--- src/rtl/adc_5g_level_mon.sv ---
// ADC level monitor: sync-aligned sum-of-squares power and overrange
// counting over 2^ACC_LEN_BITS valid sample cycles, 4-stage datapath.
module adc_5g_level_mon #(
  parameter int ACC_LEN_BITS = 12
) (
  input  logic        ctrl_clk,
  input  logic        ctrl_reset,
  input  logic        arm,
  input  logic [7:0]  user_datai0,
  input  logic [7:0]  user_datai1,
  input  logic [7:0]  user_datai2,
  input  logic [7:0]  user_datai3,
  input  logic [7:0]  user_dataq0,
  input  logic [7:0]  user_dataq1,
  input  logic [7:0]  user_dataq2,
  input  logic [7:0]  user_dataq3,
  input  logic        user_outofrange0,
  input  logic        user_outofrange1,
  input  logic        user_sync0,
  input  logic        user_sync1,
  input  logic        user_sync2,
  input  logic        user_sync3,
  input  logic        user_data_valid,
  output logic [47:0] pwr_i,
  output logic [47:0] pwr_q,
  output logic [15:0] ovr_cnt,
  output logic        dump_valid,
  output logic        running
);

  typedef enum logic [1:0] {
    IDLE,
    WAIT_SYNC,
    ACC
  } state_t;

  localparam logic [16:0] LEN  = 17'(1) << ACC_LEN_BITS;
  localparam logic [15:0] LAST = 16'(LEN - 17'd1);

  state_t      state;
  state_t      state_nxt;
  logic        take;
  logic        last;
  logic [15:0] cnt;

  logic [7:0]  raw_i [4];
  logic [7:0]  raw_q [4];
  logic        sync_any;
  logic        ovr_any;

  logic signed [7:0] s1_i [4];
  logic signed [7:0] s1_q [4];
  logic              v1, l1, o1;

  logic [14:0] s2_i [4];
  logic [14:0] s2_q [4];
  logic        v2, l2, o2;

  logic [16:0] s3_i;
  logic [16:0] s3_q;
  logic        v3, l3, o3;

  logic [47:0] acc_i;
  logic [47:0] acc_q;
  logic [15:0] acc_o;
  logic [47:0] sum_i;
  logic [47:0] sum_q;
  logic [15:0] sum_o;

  assign raw_i[0] = user_datai0;
  assign raw_i[1] = user_datai1;
  assign raw_i[2] = user_datai2;
  assign raw_i[3] = user_datai3;
  assign raw_q[0] = user_dataq0;
  assign raw_q[1] = user_dataq1;
  assign raw_q[2] = user_dataq2;
  assign raw_q[3] = user_dataq3;

  assign sync_any = user_sync0 | user_sync1 | user_sync2 | user_sync3;
  assign ovr_any  = user_outofrange0 | user_outofrange1;
  assign running  = (state != IDLE);

  function automatic logic [14:0] sq(input logic signed [7:0] x);
    logic signed [15:0] p;
    p = x * x;
    return p[14:0];
  endfunction

  // State register
  always_ff @(posedge ctrl_clk or posedge ctrl_reset) begin
    if (ctrl_reset) state <= IDLE;
    else            state <= state_nxt;
  end

  // Next state and sample acceptance; arm always wins
  always_comb begin
    state_nxt = state;
    take      = 1'b0;
    unique case (state)
      IDLE: begin
        if (arm) state_nxt = WAIT_SYNC;
      end
      WAIT_SYNC: begin
        if (arm) begin
          state_nxt = WAIT_SYNC;
        end else if (user_data_valid && sync_any) begin
          state_nxt = ACC;
          take      = 1'b1;
        end
      end
      ACC: begin
        if (arm) state_nxt = WAIT_SYNC;
        else     take      = user_data_valid;
      end
      default: state_nxt = IDLE;
    endcase
  end

  assign last = take && (cnt == LAST);

  // Valid-sample counter within the current integration
  always_ff @(posedge ctrl_clk or posedge ctrl_reset) begin
    if (ctrl_reset)  cnt <= '0;
    else if (arm)    cnt <= '0;
    else if (take)   cnt <= last ? 16'd0 : cnt + 16'd1;
  end

  // Stage 1: offset binary to two's complement, tags captured
  always_ff @(posedge ctrl_clk or posedge ctrl_reset) begin
    if (ctrl_reset) begin
      for (int k = 0; k < 4; k++) begin
        s1_i[k] <= '0;
        s1_q[k] <= '0;
      end
      v1 <= 1'b0;
      l1 <= 1'b0;
      o1 <= 1'b0;
    end else begin
      for (int k = 0; k < 4; k++) begin
        s1_i[k] <= {~raw_i[k][7], raw_i[k][6:0]};
        s1_q[k] <= {~raw_q[k][7], raw_q[k][6:0]};
      end
      v1 <= take;
      l1 <= last;
      o1 <= ovr_any;
    end
  end

  // Stage 2: squares; arm kills in-flight tags
  always_ff @(posedge ctrl_clk or posedge ctrl_reset) begin
    if (ctrl_reset) begin
      for (int k = 0; k < 4; k++) begin
        s2_i[k] <= '0;
        s2_q[k] <= '0;
      end
      v2 <= 1'b0;
      l2 <= 1'b0;
      o2 <= 1'b0;
    end else begin
      for (int k = 0; k < 4; k++) begin
        s2_i[k] <= sq(s1_i[k]);
        s2_q[k] <= sq(s1_q[k]);
      end
      v2 <= v1 & ~arm;
      l2 <= l1;
      o2 <= o1;
    end
  end

  // Stage 3: per-channel sum of four squares
  always_ff @(posedge ctrl_clk or posedge ctrl_reset) begin
    if (ctrl_reset) begin
      s3_i <= '0;
      s3_q <= '0;
      v3   <= 1'b0;
      l3   <= 1'b0;
      o3   <= 1'b0;
    end else begin
      s3_i <= {2'b0, s2_i[0]} + {2'b0, s2_i[1]}
            + {2'b0, s2_i[2]} + {2'b0, s2_i[3]};
      s3_q <= {2'b0, s2_q[0]} + {2'b0, s2_q[1]}
            + {2'b0, s2_q[2]} + {2'b0, s2_q[3]};
      v3   <= v2 & ~arm;
      l3   <= l2;
      o3   <= o2;
    end
  end

  assign sum_i = acc_i + {31'b0, s3_i};
  assign sum_q = acc_q + {31'b0, s3_q};
  assign sum_o = (o3 && acc_o != 16'hFFFF) ? acc_o + 16'd1 : acc_o;

  // Stage 4: accumulate, dump on the final sample and restart at zero
  always_ff @(posedge ctrl_clk or posedge ctrl_reset) begin
    if (ctrl_reset) begin
      acc_i      <= '0;
      acc_q      <= '0;
      acc_o      <= '0;
      pwr_i      <= '0;
      pwr_q      <= '0;
      ovr_cnt    <= '0;
      dump_valid <= 1'b0;
    end else begin
      dump_valid <= 1'b0;
      if (arm) begin
        acc_i <= '0;
        acc_q <= '0;
        acc_o <= '0;
      end else if (v3) begin
        if (l3) begin
          pwr_i      <= sum_i;
          pwr_q      <= sum_q;
          ovr_cnt    <= sum_o;
          dump_valid <= 1'b1;
          acc_i      <= '0;
          acc_q      <= '0;
          acc_o      <= '0;
        end else begin
          acc_i <= sum_i;
          acc_q <= sum_q;
          acc_o <= sum_o;
        end
      end
    end
  end

endmodule
--- config.mk ---
export PLATFORM = sky130hd
export DESIGN_NAME = adc_5g_level_mon
export DESIGN_NICKNAME = d
export VERILOG_FILES = /design/src/rtl/adc_5g_level_mon.sv
export SDC_FILE = /design/constraint.sdc
export NUM_CORES = 2
export LEC_CHECK = 0
export CAP_MARGIN = 20
export CORE_MARGIN = 10
export CORE_UTILIZATION = 55
export CTS_CLUSTER_SIZE = 8
export DETAILED_ROUTE_END_ITERATION = 8
export PLACE_DENSITY = 0.74
export SLEW_MARGIN = 20
export SYNTH_ARGS = -nofsm -noshare
export SYNTH_HDL_FRONTEND = slang
export SYNTH_SLANG_ARGS = --single-unit
--- constraint.sdc ---
create_clock -name ctrl_clk -period 27.5 [get_ports ctrl_clk]
set_input_delay 5.5 -clock ctrl_clk [delete_from_list [all_inputs] [get_ports ctrl_clk]]
set_output_delay 5.5 -clock ctrl_clk [all_outputs]
set_load 0.01 [all_outputs]
# Word-level counts from Yosys, hierarchy flattened
# Cells that the tools add are included.
[classes]
add_sub_neg = 10
mul = 8
n_div = 0
magnitude_cmp = 0
eq_ne = 6
shifts = 0
n_mux = 24
bitwise_logic = 15
n_reduce_logical = 10
[ops]
columns = ["op", "n"]
rows = [
  ["$mux 48", 6],
  ["$mul 8x8->15", 8],
  ["$mux 16", 7],
  ["$add 48x17->48", 2],
  ["$add 16x15->17", 2],
  ["$add 17x15->17", 2],
  ["$add 15x15->16", 2],
  ["$add 16x1->16 const B", 2],
  ["$eq 16x12->1 const B", 1],
  ["$ne 16x16->1 const B", 1],
  ["$not 1->1", 9],
  ["$mux 1", 6],
  ["$mux 2", 3],
  ["$reduce_bool 2->1", 3],
  ["$or 1x1->1", 4],
  ["$pmux 2 s2", 1],
  ["$logic_and 1x1->1", 3],
  ["$ne 3x3->1 const B", 1],
  ["$reduce_and 3->1", 1],
  ["$and 1x1->1", 2],
  ["$eq 2x1->1 const B", 1],
  ["$eq 2x2->1 const B", 1],
  ["$logic_not 2->1", 1],
  ["$ne 2x1->1 const B", 1],
  ["other kinds (3)", 3],
]
[word_totals]
reg_bits = 470
latch_bits = 0
ram_bits = 0
rom_bits = 0
inputBits = 74
wordCells = 109
n_memories = 0

# Longest topological paths before layout
[depth]
ltp_word = 11
mapped_depth = 19
mapped_depth_nobuf = 19

# Worst setup path after synthesis
# No wires, ideal clock.
[synth_timing]
path_kind = "input to register"
start = "input arm"
end = "register cnt[10]"
setup_time_ns = 0.121
arrival_ns = 7.067
setup_slack_ns = 20.312
cell_stages = 9
n_path_buf = 2
cell_sequence = "buf_2 -> inv_1 -> o2111ai_1 -> inv_1 -> nand2_1 -> nor4_1 -> or2_0 -> buf_2 -> nor2_1"
[synth_via]
elab_chain_cells = 6
[synth_lines]
columns = ["item", "line_no", "rtl"]
rows = [
  ["start, declared", "8", "input logic arm,"],
  ["$mux 1, on equally long branches", "112, 104", ""],
  ["$pmux 1 s2 (*)", "99", "unique case (state)"],
  ["via take", "42", "logic take;"],
  ["$logic_and 1x1->1 (*)", "119", "assign last = take && (cnt == LAST);"],
  ["via last", "43", "logic last;"],
  ["$mux 16 (*) (2 in a row)", "125", "else if (take) cnt <= last ? 16'd0 : cnt + 16'd1;"],
  ["$mux 16 (*)", "124", "else if (arm) cnt <= '0;"],
  ["end signal, assigned", "125", ""],
  ["end, declared", "44", "logic [15:0] cnt;"],
]
# Mark *: on every way through the listed nets, which the timed path passes. The rest lies on a longest branch. The select of a mux whose other input is x is not followed.
# A chain may end at the register's enable or synchronous reset.

# Worst setup path in the final report
[layout_timing]
start = "input arm"
end = "register cnt[5]"
# Same word-level chain as after synthesis.

==> flow_summary.ini <==
[run_status]
outcome = complete, no violations

[logic_synthesis]
yosysMostFrequentCell = inv_1
syn_area_sq_mm = 0.0358
synthesis.instances = 3591
yosys.area.top_type_share_pct = 32.3
yosysWarnings = 0
ys_types = 75
yosysTopAreaCell = dfrtp_1
synth-seq-area-share_pct = 32.3
syn-mean-instance-area_sq_um = 9.96
synthArstFlopShare_pct = 100
yosys_most_used_dff = dfrtp_1
synth_common_cells = inv_1, dfrtp_1, nand2_1, fa_1, o21ai_0
synth_edf_count = 0
yosys-top-cells-area = dfrtp_1, fa_1, ha_1
synth_seq_cells = 462

[critical_path]
required_ns = 27.94
r2r_end = s2_i[59]$_DFF_PP0_
rr_startpoint = s1_i[26]$_DFF_PP0_
worst_ep_arrival_time_ns = 8.57
crit_fanout = 14
critPathKind = input port to register
crit_chain = clkdlybuf4s50_1, inv_1, o2111ai_1, inv_1, nand2_1, nor4_1, or2_0, o21ai_0, nand2_1, o21ai_0
critPathLaunchType = input port
critPathCaptureType = register
crit_slowest_cell = or2_0
r2r_setup_slack_ns = 22.73
critPathMaxStageDelay_ns = 0.67
rr_worst_depth = 18

[worst_hold_path]
hp-class = register to register
min_path_cells = 0
holdPathEnd = o3$_DFF_PP0_
min-delay-start = o2$_DFF_PP0_

[placed_design]
gp_congestion = 0.822
hpwlAfterDp_um = 54500
port_buffers = 187
place_inst = 4528

[layout]
drive_gt1_share_pct = 3.75
final_nets = 4461
fin_cells = 4611
diodes = 0
syn2layout_area_growth_pct = 12.5
final_util_pct = 62.4
num-fill-cells = 5259

[route]
route.met3.wl_um = 3680
wl_met1_um = 33200
num_vias = 24400
drc = 0
top_layer_used = met4
wl_um = 72800
drtAntennaViolNets = 0
drt_iter0_drc = 1309
post_drt_wl_per_cell_um = 15.8
viasPerCell = 5.30
wl_met2_um = 34400
first_pass_iters = 5

[floorplanning]
start_util_pct = 55.5
die_x_um = 275
rows = 93
ioPinCount = 188
fp.dieH_um = 275
core_area_sq_mm = 0.0645
dieArea_sq_mm = 0.0756

[global_routing]
grt-ovfl-total = 0
grt_use_total_pct = 20.1
grt_max_degree = 117
grt_antenna_before_repair = 1
grt_pass1_vias = 25600
grt_pass1_wl_um = 125000

[clock_tree]
cts_resized = 0
cts_root_buf = clkbuf_16
cts.path.max_buffers = 3
cts_htree_levels = 3
numClockSinks = 462
cts_setup_buffers = 0
cts_buffers = 68
clkTransAtPathRegs_ns = 0.05
clk_latency_ns = 0.61
postCtsHoldBufs = 0
cts_tree = yes

[timing]
period_share_pct = 29.6
rsz0062_at_grt = false
timing.final.crit_period_ns = 8.13
setup_viol = 0
fmax_mhz = 123
skew_ns = 0.0227
timing_worst_slew_pin_value_ns = 1.05
maxSlewHeadroom_pct = 30.2
drv_slew = 0
tns_ns = 0
fin_hold_ws_ns = 0.344
final_hold_viol_count = 0

[job]
maxCapViolCount = 0

[power_and_ir_drop]
power.leakage_nw = 19.3
vdd_drop_max_mv = 0.114
cellPowerDensity_mw_per_mm2 = 101
==> area by class of cell <==
cell class / count / area [sq um] / area share [%]
multi-input cells: 2455 / 21700 / 53.9
clock inverters: 6 / 101 / 0.252
well taps: 855 / 1070 / 2.66
repair buffers: 198 / 1960 / 4.86
clock buffers: 77 / 1780 / 4.41
inverters: 558 / 2100 / 5.22
flip-flops and latches: 462 / 11600 / 28.7
==> stage by stage <==
stage | setup WS, ns | total power [W] | cell area (sq um)
after detailed placement | 18.73 | 0.00330 | 38400
after global placement | 18.78 | 0.00324 | 38400
after floorplan | 9.12 | 0.00276 | 35800
after CTS | 19.35 | 0.00411 | 40200
after global routing | 18.91 | 0.00447 | 40200
final | 19.37 | 0.00408 | 40200
==> cell families (layout without fill, tap and decap cells) <==
group	Yosys count	after routing	share of synthesized area, %
buf+inv	678	839	7.20
flops	462	462	32.3
xor+xnor	289	289	7.08
other cells	2	6	0.0210
compound gates	624	624	10.5
mux	9	9	0.273
simple gates	883	883	11.9
fa+ha+maj	644	644	30.7
==> worst max-delay path, delay by kind of cell <==
family / cells / cell delay (ns)
AO/OA/AOI/OAI: 3 / 0.58
AND/OR/NAND/NOR: 4 / 1.35
buffers and inverters: 3 / 1.13
==> sequential cells by signal, indices dropped and copies added (netlist names), 2 cells and up <==
register / count
s3_q: 17
s3_i: 17
state: 2
s2_q: 56
ovr_cnt: 16
s1_i: 32
pwr_i: 48
s2_i: 56
cnt: 16
acc_o: 16
acc_q: 48
acc_i: 48
s1_q: 32
pwr_q: 48
==> power by group <==
group | leakage [nW] | switching, W | total (W) | internal, W
clock | 0.919 | 0.000306 | 0.000761 | 0.000455
combinational | 12.4 | 0.00134 | 0.00241 | 0.00107
sequential | 5.97 | 0.0000735 | 0.000905 | 0.000831
==> layer usage <==
metal	up-vias	track usage (%)
met5	-	0
met1	12100	27.3
met4	0	5.80
met3	105	3.42
li1	11800	-
met2	455	32.9
==> placed cells by master (no fill, tap or decap), types with 4 or more instances in the layout <==
| cell type | count |
|---|---|
| inv_1 | 557 |
| dfrtp_1 | 462 |
| nand2_1 | 395 |
| fa_1 | 391 |
| o21ai_0 | 266 |
| ha_1 | 253 |
| xnor2_1 | 191 |
| clkdlybuf4s50_1 | 187 |
| a21oi_1 | 138 |
| and2_1 | 121 |
| nor2_1 | 110 |
| xor2_1 | 98 |
| clkbuf_16 | 69 |
| nor2b_1 | 53 |
| a21o_1 | 52 |
| nand3_1 | 43 |
| a31oi_1 | 40 |
| and3_1 | 39 |
| o31ai_1 | 33 |
| nand2b_1 | 24 |
| nand4_1 | 20 |
| nor3_1 | 18 |
| o21a_1 | 17 |
| or3_1 | 10 |
| or2_2 | 10 |
| and4_1 | 10 |
| buf_4 | 10 |
| nor4_1 | 9 |
| a31o_2 | 9 |
| a41oi_1 | 6 |
| a22o_1 | 6 |
| a21boi_0 | 6 |
| mux2_2 | 6 |
| conb_1 | 6 |
| clkbuf_1 | 6 |
| o21bai_1 | 5 |
| a211oi_1 | 5 |
| o41ai_1 | 5 |
| o21ai_1 | 4 |
==> worst max path at each step <==
stage	from	slack, ns	end
final	arm	19.37	cnt[5]$_DFFE_PP0P_
after global placement	ctrl_reset	18.78	pwr_i[34]$_DFFE_PP0P_
after CTS	ctrl_reset	19.35	pwr_q[30]$_DFFE_PP0P_
after floorplan	ctrl_reset	9.12	acc_i[0]$_DFFE_PP0P_
after global routing	arm	18.91	cnt[5]$_DFFE_PP0P_
after detailed placement	ctrl_reset	18.73	pwr_q[30]$_DFFE_PP0P_
No activity file was read; power rests on OpenSTA's default activity.
